`src/rtl/rr_arbiter_ctrl.sv`:
```
// rr_arbiter_ctrl: sequential round-robin arbiter for N requesters.
// Issues a registered one-hot grant. The grant is held until the owner
// pulses done or withdraws its request. Priority then rotates past the
// last winner, and arbitration runs again on the same edge.
// Optional feature: define RR_ARB_TIMEOUT_EN to force-release a grant
// held for MAX_HOLD cycles and to expose the sticky timeout_o flag.

module rr_arbiter_ctrl #(
  parameter int N        = 8,
  parameter int MAX_HOLD = 16
) (
  input  logic                 clk,
  input  logic                 rst_n,
  input  logic [N-1:0]         req,
  input  logic                 done,
  output logic [N-1:0]         gnt,
  output logic [$clog2(N)-1:0] gnt_id,
  output logic                 busy,
`ifdef RR_ARB_TIMEOUT_EN
  output logic                 timeout_o,
`endif
  output logic [N-1:0]         prio_o
);

  localparam int IW = $clog2(N);
  localparam logic [N-1:0] ONE = N'(1);

  typedef enum logic {
    IDLE,
    GRANT
  } state_t;

  state_t        state, state_nxt;
  logic [N-1:0]  prio, prio_nxt;
  logic [N-1:0]  gnt_nxt;
  logic [IW-1:0] id_nxt;
  logic [N-1:0]  win;
  logic          load;
  logic          release_now;
  logic          force_rel;

  // Choose the first requester at or above the priority bit, wrapping to bit 0.
  // The masked vector covers the positions from the priority bit upward. If it
  // is empty, the search wraps and takes the lowest set bit of the whole vector.
  function automatic logic [N-1:0] pick(input logic [N-1:0] r, input logic [N-1:0] p);
    logic [N-1:0] masked;
    logic [N-1:0] src;
    masked = r & ~(p - ONE);
    src    = (masked != '0) ? masked : r;
    return src & (~src + ONE);
  endfunction

  // Binary index of a one-hot vector. The result is zero for an all-zero input.
  function automatic logic [IW-1:0] to_index(input logic [N-1:0] oh);
    logic [IW-1:0] idx;
    idx = '0;
    for (int i = 0; i < N; i++) begin
      if (oh[i]) idx |= IW'(i);
    end
    return idx;
  endfunction

`ifdef RR_ARB_TIMEOUT_EN
  localparam int CW = $clog2(MAX_HOLD + 1);

  logic [CW-1:0] hold_cnt;
  logic          timeout_q;

  assign force_rel = (state == GRANT) && (hold_cnt == CW'(MAX_HOLD - 1));
  assign timeout_o = timeout_q;

  // Hold counter restarts on every new grant and counts the cycles the grant is held.
  // The timeout flag is set only when the forced release is what ends the grant.
  always_ff @(posedge clk or negedge rst_n) begin
    if (!rst_n) begin
      hold_cnt  <= '0;
      timeout_q <= 1'b0;
    end else begin
      if (load) begin
        hold_cnt <= '0;
      end else if (state == GRANT) begin
        hold_cnt <= hold_cnt + CW'(1);
      end
      if (force_rel && !done && req[gnt_id]) begin
        timeout_q <= 1'b1;
      end
    end
  end
`else
  assign force_rel = 1'b0;
`endif

  assign release_now = done || !req[gnt_id] || force_rel;

  // Next-state logic. In IDLE, any request is granted against the current priority.
  // In GRANT, a release rotates priority past the owner and re-arbitrates at once.
  always_comb begin
    state_nxt = state;
    gnt_nxt   = gnt;
    id_nxt    = gnt_id;
    prio_nxt  = prio;
    win       = '0;
    load      = 1'b0;
    case (state)
      IDLE: begin
        if (|req) begin
          win       = pick(req, prio);
          gnt_nxt   = win;
          id_nxt    = to_index(win);
          load      = 1'b1;
          state_nxt = GRANT;
        end
      end
      GRANT: begin
        if (release_now) begin
          prio_nxt = {gnt[N-2:0], gnt[N-1]};
          if (|req) begin
            win       = pick(req, prio_nxt);
            gnt_nxt   = win;
            id_nxt    = to_index(win);
            load      = 1'b1;
            state_nxt = GRANT;
          end else begin
            gnt_nxt   = '0;
            id_nxt    = '0;
            state_nxt = IDLE;
          end
        end
      end
      default: begin
        gnt_nxt   = '0;
        id_nxt    = '0;
        state_nxt = IDLE;
      end
    endcase
  end

  // State, grant and priority registers. Reset discards all priority history.
  always_ff @(posedge clk or negedge rst_n) begin
    if (!rst_n) begin
      state  <= IDLE;
      gnt    <= '0;
      gnt_id <= '0;
      prio   <= ONE;
    end else begin
      state  <= state_nxt;
      gnt    <= gnt_nxt;
      gnt_id <= id_nxt;
      prio   <= prio_nxt;
    end
  end

  assign busy   = |gnt;
  assign prio_o = prio;

  // Structural invariants of the grant and priority vectors.
  a_gnt_onehot0: assert property (@(posedge clk) disable iff (!rst_n) $onehot0(gnt));
  a_prio_onehot: assert property (@(posedge clk) disable iff (!rst_n) $onehot(prio));
  a_busy_state:  assert property (@(posedge clk) disable iff (!rst_n) busy == (state == GRANT));

endmodule
```
`config.mk`:
```
export PLATFORM = sky130hd
export DESIGN_NAME = rr_arbiter_ctrl
export DESIGN_NICKNAME = d
export VERILOG_FILES = /design/src/rtl/rr_arbiter_ctrl.sv
export SDC_FILE = /design/constraint.sdc
export NUM_CORES = 1
export LEC_CHECK = 0
export CAP_MARGIN = 20
export CORE_MARGIN = 4
export CORE_UTILIZATION = 52
export CTS_CLUSTER_SIZE = 40
export DETAILED_ROUTE_END_ITERATION = 10
export HOLD_SLACK_MARGIN = 0.1
export PLACE_DENSITY = 0.77
export SLEW_MARGIN = 25
export SYNTH_ARGS = -nofsm -noshare
export SYNTH_HDL_FRONTEND = slang
export SYNTH_SLANG_ARGS = --single-unit
```
`constraint.sdc`:
```
create_clock -name clk -period 3.4 [get_ports clk]
set_input_delay 0.34 -clock clk [delete_from_list [all_inputs] [get_ports clk]]
set_output_delay 0.34 -clock clk [all_outputs]
set_load 0.02 [all_outputs]
```
=== Word level (Yosys, flattened, before mapping) ===
Index checks and enable logic that the tools add are counted.

* Register bits after elaboration: 20
* Input port bits: 11
* Output and inout bits: 20

* Add/sub/neg operators: 4
* Magnitude comparators: 1
* Equality and inequality tests: 2
* Mux-type cells: 29
* Bitwise logic cells: 9
* Reductions and logical operators: 8

{| class="wikitable"
|+ Operator list
! cell !! count
|-
| two-way mux 8 bit || 5
|-
| two-way mux 3 bit || 11
|-
| bitwise AND 8 bit || 4
|-
| inverter 8 bit || 4
|-
| adder 8 x 1 -> 8 bit, second input constant || 2
|-
| case mux 8 bit (2 select lines) || 1
|-
| nonzero test 8 bit || 2
|-
| OR reduction 8 bit || 2
|-
| subtractor 8 x 1 -> 8 bit, second input constant || 2
|-
| two-way mux 2 bit || 4
|-
| case mux 3 bit (2 select lines) || 1
|-
| two-way mux 1 bit || 5
|-
| less-than comparator 3 x 4 -> 1 bit, second input constant || 1
|-
| AND reduction 2 bit || 2
|-
| binary-select mux 1 bit (select 3 bit) || 1
|-
| != test 2 x 1 -> 1 bit, second input constant || 1
|-
| != test 2 bit, second input constant || 1
|-
| case mux 1 bit (2 select lines) || 1
|-
| logical NOT 1 bit || 1
|-
| logical OR 1 bit || 1
|-
| inverter 1 bit || 1
|}

=== Longest topological paths before layout ===
Gate-level depths: netlist (run 1).

* Word-level depth: 18
* Mapped depth: 11
* Gate-level depth less buffers: 10

=== Worst setup path before layout (run 1) ===
Ideal clock, no wire load.

* Kind: register to register
* Start: register prio[0], in the netlist prio_o[0]
* End: register gnt_id[2]
* Setup time: 0.067 ns
* Arrival time: 2.864 ns
* Data required time: 3.333 ns
* Slack: 0.469 ns
* Cell stages (with the launch flop): 12
* Path buffers: 1
* Period minus slack after synthesis: 2.931 ns
* Cell sequence: dfstp_2 buf_2 inv_1 ha_1 nor3b_1 xnor2_1 a221oi_1 nand4_2 o21a_1 o211a_1 a311oi_1 o32a_1

* Word-level cells in the longest chain between the ends: 14

{| class="wikitable"
|+ Ends and longest elaborated chain
! what !! line !! source
|-
| from (decl) || 34 || <nowiki>logic [N-1:0] prio, prio_nxt;</nowiki>
|-
| from (signal assigned) || 149 || <nowiki>prio <= prio_nxt;</nowiki>
|-
| subtractor 8 x 1 -> 8 bit * || 48 || <nowiki>masked = r & ~(p - ONE);</nowiki>
|-
| inverter 8 bit * || 48 ||
|-
| bitwise AND 8 bit * || 48 ||
|-
| nonzero test 8 bit || 49 || <nowiki>src = (masked != '0) ? masked : r;</nowiki>
|-
| two-way mux 8 bit * || 49 ||
|-
| inverter 8 bit || 50 || <nowiki>return src & (~src + ONE);</nowiki>
|-
| adder 8 x 1 -> 8 bit || 50 ||
|-
| bitwise AND 8 bit * || 50 ||
|-
| two-way mux 3 bit (3 in series) || 58 || <nowiki>if (oh[i]) idx |= IW'(i);</nowiki>
|-
| two-way mux 3 bit * || 58 ||
|-
| two-way mux 3 bit * || 106 || <nowiki>if (|req) begin</nowiki>
|-
| case mux 3 bit (2 select lines) * || 104 || <nowiki>case (state)</nowiki>
|-
| to (signal assigned) || 148 || <nowiki>gnt_id <= id_nxt;</nowiki>
|-
| to (decl) || 17 || <nowiki>output logic [$clog2(N)-1:0] gnt_id,</nowiki>
|}

Mark *: on every way between the ends. The rest lies on a longest branch, timed or not. The select of a mux whose other input is x is not followed.
A chain may end at the register's enable or synchronous reset.

=== Worst setup path in the final report (run 1) ===
Ends and elaborated chain as after synthesis.

==> out/results.tsv, run 1 <==
metric	value	unit
status	finished clean	
hold_class	primary input to async pin	
pre_cts_slack	0.290	ns
critPathLaunch	prio_o[0]	
fin_ws	0.229	ns
setup_tns	0	ns
synth-seq-area-share	29.7	%
antenna_found_initial	0	
seqCellArea	502	um^2
power_leakage	0.854	nW
diodes	0	
ant_nets	0	
dp_hpwl	4110	um
ys_seq_elements	20	
crit_required	3.66	ns
cp_slowest_cell	dfstp_2	
overflow	0	
cp-end-kind	flop	
grt_usage	27.0	%
period_share	93.3	%
p_clk_share	5.6	%
yosysTopAreaCellShare	28.1	%
synthTopCellsByArea	dfrtp_1 (28%), mux2_2 (4.7%), nand2_1 (4.2%)	
cts.sinks	20	
postCtsHoldBufs	0	
cts_setup_buffers	0	
worst_slew_pin_slew	0.914	ns
route.vias.total	1806	
r2r_start	prio_o[0]	
synth_area_per_cell	8.58	um^2
start_util	54.9	%
grt_pass1_wl	8860	um
cts_buffers	3	
synthesis.area	1690	um^2
routabilityCongestion	1.02	
power_density	1090	nW/um^2
drv_cap	0	
ir_worst_vdd	0.548	mV
worstPathArrival	3.43	ns
grt_pass1_vias	1777	
io_pins	31	
die_x	65.0	um
syn_nets	210	
crit_family	compound AO/OA/AOI/OAI gates	
remaining_drc_errors	0	
drt-total-wl	5300	um
p_switching	1.14	mW
placed_area	2050	um^2
cp-start-kind	flop	
viasPerCell	6.52	
finalMaxSlewViolations	0	
crit_chain	inv_1 -> ha_1 -> nor3b_1 -> xnor2_1 -> a221oi_1 -> nand4_2 -> o21a_1 -> o211a_1 -> a311oi_1 -> o32a_1	
synth_cell_types	61	
core	3080	um^2
cts_tree	built	
num-nets-final	247	
syn-instance-count	197	
finalHoldViolCount	0	
crit_path_max_fanout	11	
ys_warn_count	0	
final_common_cell	clkdlybuf4s50_1	
final_cell_area	2080	um^2
worstSetupPathType	flop to flop	
synth-edff-count	0	
drtIter0Drc	182	
fillCellCount	269	
wire_per_inst	19.1	um
placementRows	20	
power	2.27	mW
swShare	50.3	%
grt_setup_unrepaired	false	
layout-drive-gt1-share	15.5	%
dieArea	4230	um^2
port_buffers	30	
crit_buf_inv	1	
post_cts_resized	0	
synth_ff_type	dfrtp_1	
synth_area_leader_cell	dfrtp_1	
grt_max_degree	21	
cts-root-buf	clkbuf_4	
final_cell_mix	clkdlybuf4s50_1 (30), nand2_1 (19), dfrtp_1 (19)	
clockBufferDepth	2	
min_period	3.17	ns
setup_violations	0	
die_h	65.0	um
pwr-share-comb	72.3	%
slew-limit-headroom	38.9	%
max_stage_delay	0.64	ns
dr.pass1.iters	5	
area_growth	23.3	%
intPower	1.13	mW
path_clk_slew	0.13	ns
synthArstFlopShare	100	%
pwr-share-seq	22.1	%
fin_skew	0.0127	ns
fmax	315	MHz
cts_max_level	1	
multiInputGateArea	1110	um^2
clk_latency	0.31	ns
-- logic make-up after synthesis --
logic type / share of synthesized area [%]
AND/OR/NAND/NOR: 24.1
AO/OA/AOI/OAI: 29.1
flip-flops: 29.7
buffers and inverters: 5.03
multiplexers: 8.51
XOR/XNOR: 2.07
adder cells (fa/ha/maj): 1.48
-- through the flow --
stage	hold slack [ns]	cells	utilization, %
4_1_cts	0.571	277	67.6
2_1_floorplan	0.0444	197	-
3_3_place_gp	0.544	273	66.7
6_report	0.524	277	67.7
5_1_grt	0.590	277	67.7
3_5_place_dp	0.554	273	66.7
-- final timing paths --
check	depth (start not counted)	to	slack (ns)
setup / recovery	10	gnt_id[2]	0.23
hold / removal	1	gnt[0]	0.52
setup reg to reg	10	gnt_id[2]	0.23
hold reg to reg	1	prio_o[7]	0.58
max in group asynchronous	1	prio_o[7]	2.31
min in group clk	1	prio_o[7]	0.58
-- synthesized netlist by cell type, drive strengths merged (4+ instances only) --
master   n
clkbuf   4
o21ai   16
mux2     7
nor2    16
a21oi   12
nand3    7
nand2   19
nor3     6
o21a     7
o31ai    4
inv      9
nand4    4
and3     4
or3      5
dfrtp   19
or4      5
a31oi    8
-- cell type report --
type                    count  share of cell area, %
multi-input cells         162                   53.1
flip-flops and latches     20                   24.1
repair buffers             38                   17.3
well taps                  44                   2.64
inverters                   9                   1.62
clock buffers               4                   1.26
-- routing by layer --
metal	routed length, um	up-vias	GRT usage, %
met3	541	24	5.37
met2	2450	123	44.7
met1	2140	829	35.6
met5	0	-	0
li1	-	830	-
met4	164	0	8.03
-- sequential cells by signal, indices dropped and copies added, names as in the netlist --
| name | cells |
|---|---|
| gnt | 8 |
| state | 1 |
| prio_o | 8 |
| gnt_id | 3 |
-- power by group through the flow --
stage / registers (mW) / logic [mW] / clock network, mW
after floorplan: 0.565 / 1.04 / 0
after global placement: 0.502 / 1.59 / 0
after detailed placement: 0.508 / 1.60 / 0
after CTS: 0.503 / 1.61 / 0.125
after global routing: 0.528 / 1.78 / 0.137
final: 0.502 / 1.64 / 0.127
Note: power is estimated with default switching activity, not from simulation.
==> run 2, diff against run 1 <==
--- a/config.mk
+++ b/config.mk
@@ -5,7 +5,9 @@
 export SDC_FILE = /design/constraint.sdc
 export NUM_CORES = 1
 export LEC_CHECK = 0
+export ABC_AREA = 0
 export CAP_MARGIN = 20
+export CORE_ASPECT_RATIO = 0.5
 export CORE_MARGIN = 4
 export CORE_UTILIZATION = 52
 export CTS_CLUSTER_SIZE = 40
==> out/results.tsv, run 2 (synthesis gave the netlist of run 1 again) <==
metric	value	unit	change
worstReg2RegEnd	gnt_id[2]		
final_cell_area	2080	um^2	about the same
cts_buffers	3		unchanged
cts_tree	built		
cts-root-buf	clkbuf_8		
grt_usage	26.4	%	-0.64 points
drtIter0Drc	247		+36%
fin_ws	0.201	ns	-0.0279 ns
cts.sinks	20		unchanged
pre_cts_slack	0.258	ns	-0.0318 ns
dieArea	4280	um^2	+1.3%
area_growth	23.2	%	about the same
diodes	0		unchanged
finalMaxSlewViolations	0		unchanged
viasPerCell	6.63		+1.7%
port_buffers	30		unchanged
hold_slack	0.560	ns	+0.0368 ns
worst_slew_pin_slew	0.706	ns	-0.208 ns
ant_nets	0		unchanged
final_cell_mix	clkdlybuf4s50_1 (29), nand2_1 (19), dfrtp_1 (19)		
io_pins	31		unchanged
worstRegToRegCells	10		unchanged
dp_hpwl	4090	um	-0.50%
min_period	3.20	ns	+0.0279 ns
grt_pass1_vias	1723		-3.0%
cts_max_level	1		unchanged
core	3050	um^2	-0.98%
power	2.32	mW	+2.1%
worstSetupPathType	flop to flop		
finalHoldViolCount	0		unchanged
drv_cap	0		unchanged
postLayoutCoreUtil	68.3	%	+0.63 points
drt-total-wl	5360	um	+1.2%
routabilityCongestion	1.03		+1.4%
wire_per_inst	19.8	um	+3.8%
power_density	1110	nW/um^2	+2.2%
overflow	0		unchanged
die_x	88.6	um	+36%
start_util	55.5	%	+0.54 points
ir_worst_vdd	0.559	mV	+2.1%
placementRows	14		-30%
grt_setup_unrepaired	false		
status	finished clean		
layout-drive-gt1-share	14.8	%	-0.67 points
hold_class	primary input to async pin		
post_cts_resized	0		unchanged
fin_cells	270		-2.5%
dr.pass1.iters	4		-1
clk_latency	0.27	ns	-0.04 ns
cp-end-kind	flop		
setup_tns	0	ns	unchanged
route.vias.total	1790		-0.89%
crit_path_max_fanout	11		unchanged
critPathLaunch	prio_o[0]		
setup_violations	0		unchanged
num-nets-final	244		-1.2%
cts_setup_buffers	0		unchanged
r2r_slack	0.20	ns	-0.03 ns
dp_cells	265		-2.9%
r2r_start	prio_o[0]		
crit_required	3.61	ns	-0.05 ns
cp-start-kind	flop		
worstPathArrival	3.40	ns	-0.03 ns
die_h	48.3	um	-26%
fin_skew	0.00647	ns	-0.00626 ns
fmax	313	MHz	-0.87%
clockBufferDepth	2		unchanged
antenna_found_initial	0		unchanged
period_share	94.1	%	+0.82 points
grt_max_degree	21		unchanged
remaining_drc_errors	0		unchanged
placed_area	2020	um^2	-1.5%
path_clk_slew	0.09	ns	-0.04 ns
slew-limit-headroom	53.0	%	+14 points
final_common_cell	clkdlybuf4s50_1		
grt_pass1_wl	8730	um	-1.5%
power_leakage	0.852	nW	-0.18%
-- run 2: changes by cell type in the layout (fill, tap and decap cells not counted) --
cell,before,now
buf_4,8,4
clkbuf_8,0,4
clkbuf_4,3,0
buf_2,0,1
clkbuf_1,1,0
clkdlybuf4s50_1,30,29
dlygate4sd3_1,0,1
-- run 2: worst max path at each step --
stage,to,slack [ns],depth (start not counted)
2_1_floorplan,gnt_id[2],0.47,11
3_3_place_gp,gnt_id[2],0.34,10
6_report,gnt_id[2],0.20,10
4_1_cts,gnt_id[2],0.24,10
3_5_place_dp,gnt_id[2],0.26,10
5_1_grt,gnt_id[2],0.03,10
-- run 2: power breakdown --
group | switching (mW) | internal (mW)
clock | 0.0932 | 0.103
sequential | 0.157 | 0.342
combinational | 0.896 | 0.726
-- run 2: critical path, cell delays in order, from the launching register on --
cell and delay [ns]:
dfstp_2 0.63, inv_1 0.07, ha_1 0.23, nor3b_1 0.16, xnor2_1 0.14, a221oi_1 0.46, nand4_2 0.31, o21a_1 0.27
o211a_1 0.25, a311oi_1 0.37, o32a_1 0.24
-- run 2: layout make-up --
type | instances | area [um^2]
Inverter | 9 | 33.8
Timing Repair Buffer | 35 | 335
Fill cell | 253 | 965
Tap cell | 40 | 50.0
Multi-Input combinational cell | 162 | 1110
Clock buffer | 4 | 55.1
Sequential cell | 20 | 502
-- run 2: repair_timing --
action / 4_1_cts / 5_1_grt
hold buffers: 0 / 1
setup endpoints to repair: 0 / 0
hold endpoints to repair: 0 / 19
-- run 2: per-layer routing --
metal | wire (um) | vias up | GRT usage, %
met3 | 764 | 10 | 8.14
met5 | 0 | - | 0
li1 | - | 830 | -
met1 | 2350 | 842 | 39.4
met2 | 2190 | 108 | 36.8
met4 | 51 | 0 | 6.03
==> run 3, diff against run 2 <==
--- a/config.mk
+++ b/config.mk
@@ -6,6 +6,7 @@
 export NUM_CORES = 1
 export LEC_CHECK = 0
 export ABC_AREA = 0
+export ABC_CLOCK_PERIOD_IN_PS = 3400
 export CAP_MARGIN = 20
 export CORE_ASPECT_RATIO = 0.5
 export CORE_MARGIN = 4
==> results of run 3 <==
The final DEF is identical to that of run 2; final timing and power are the same.
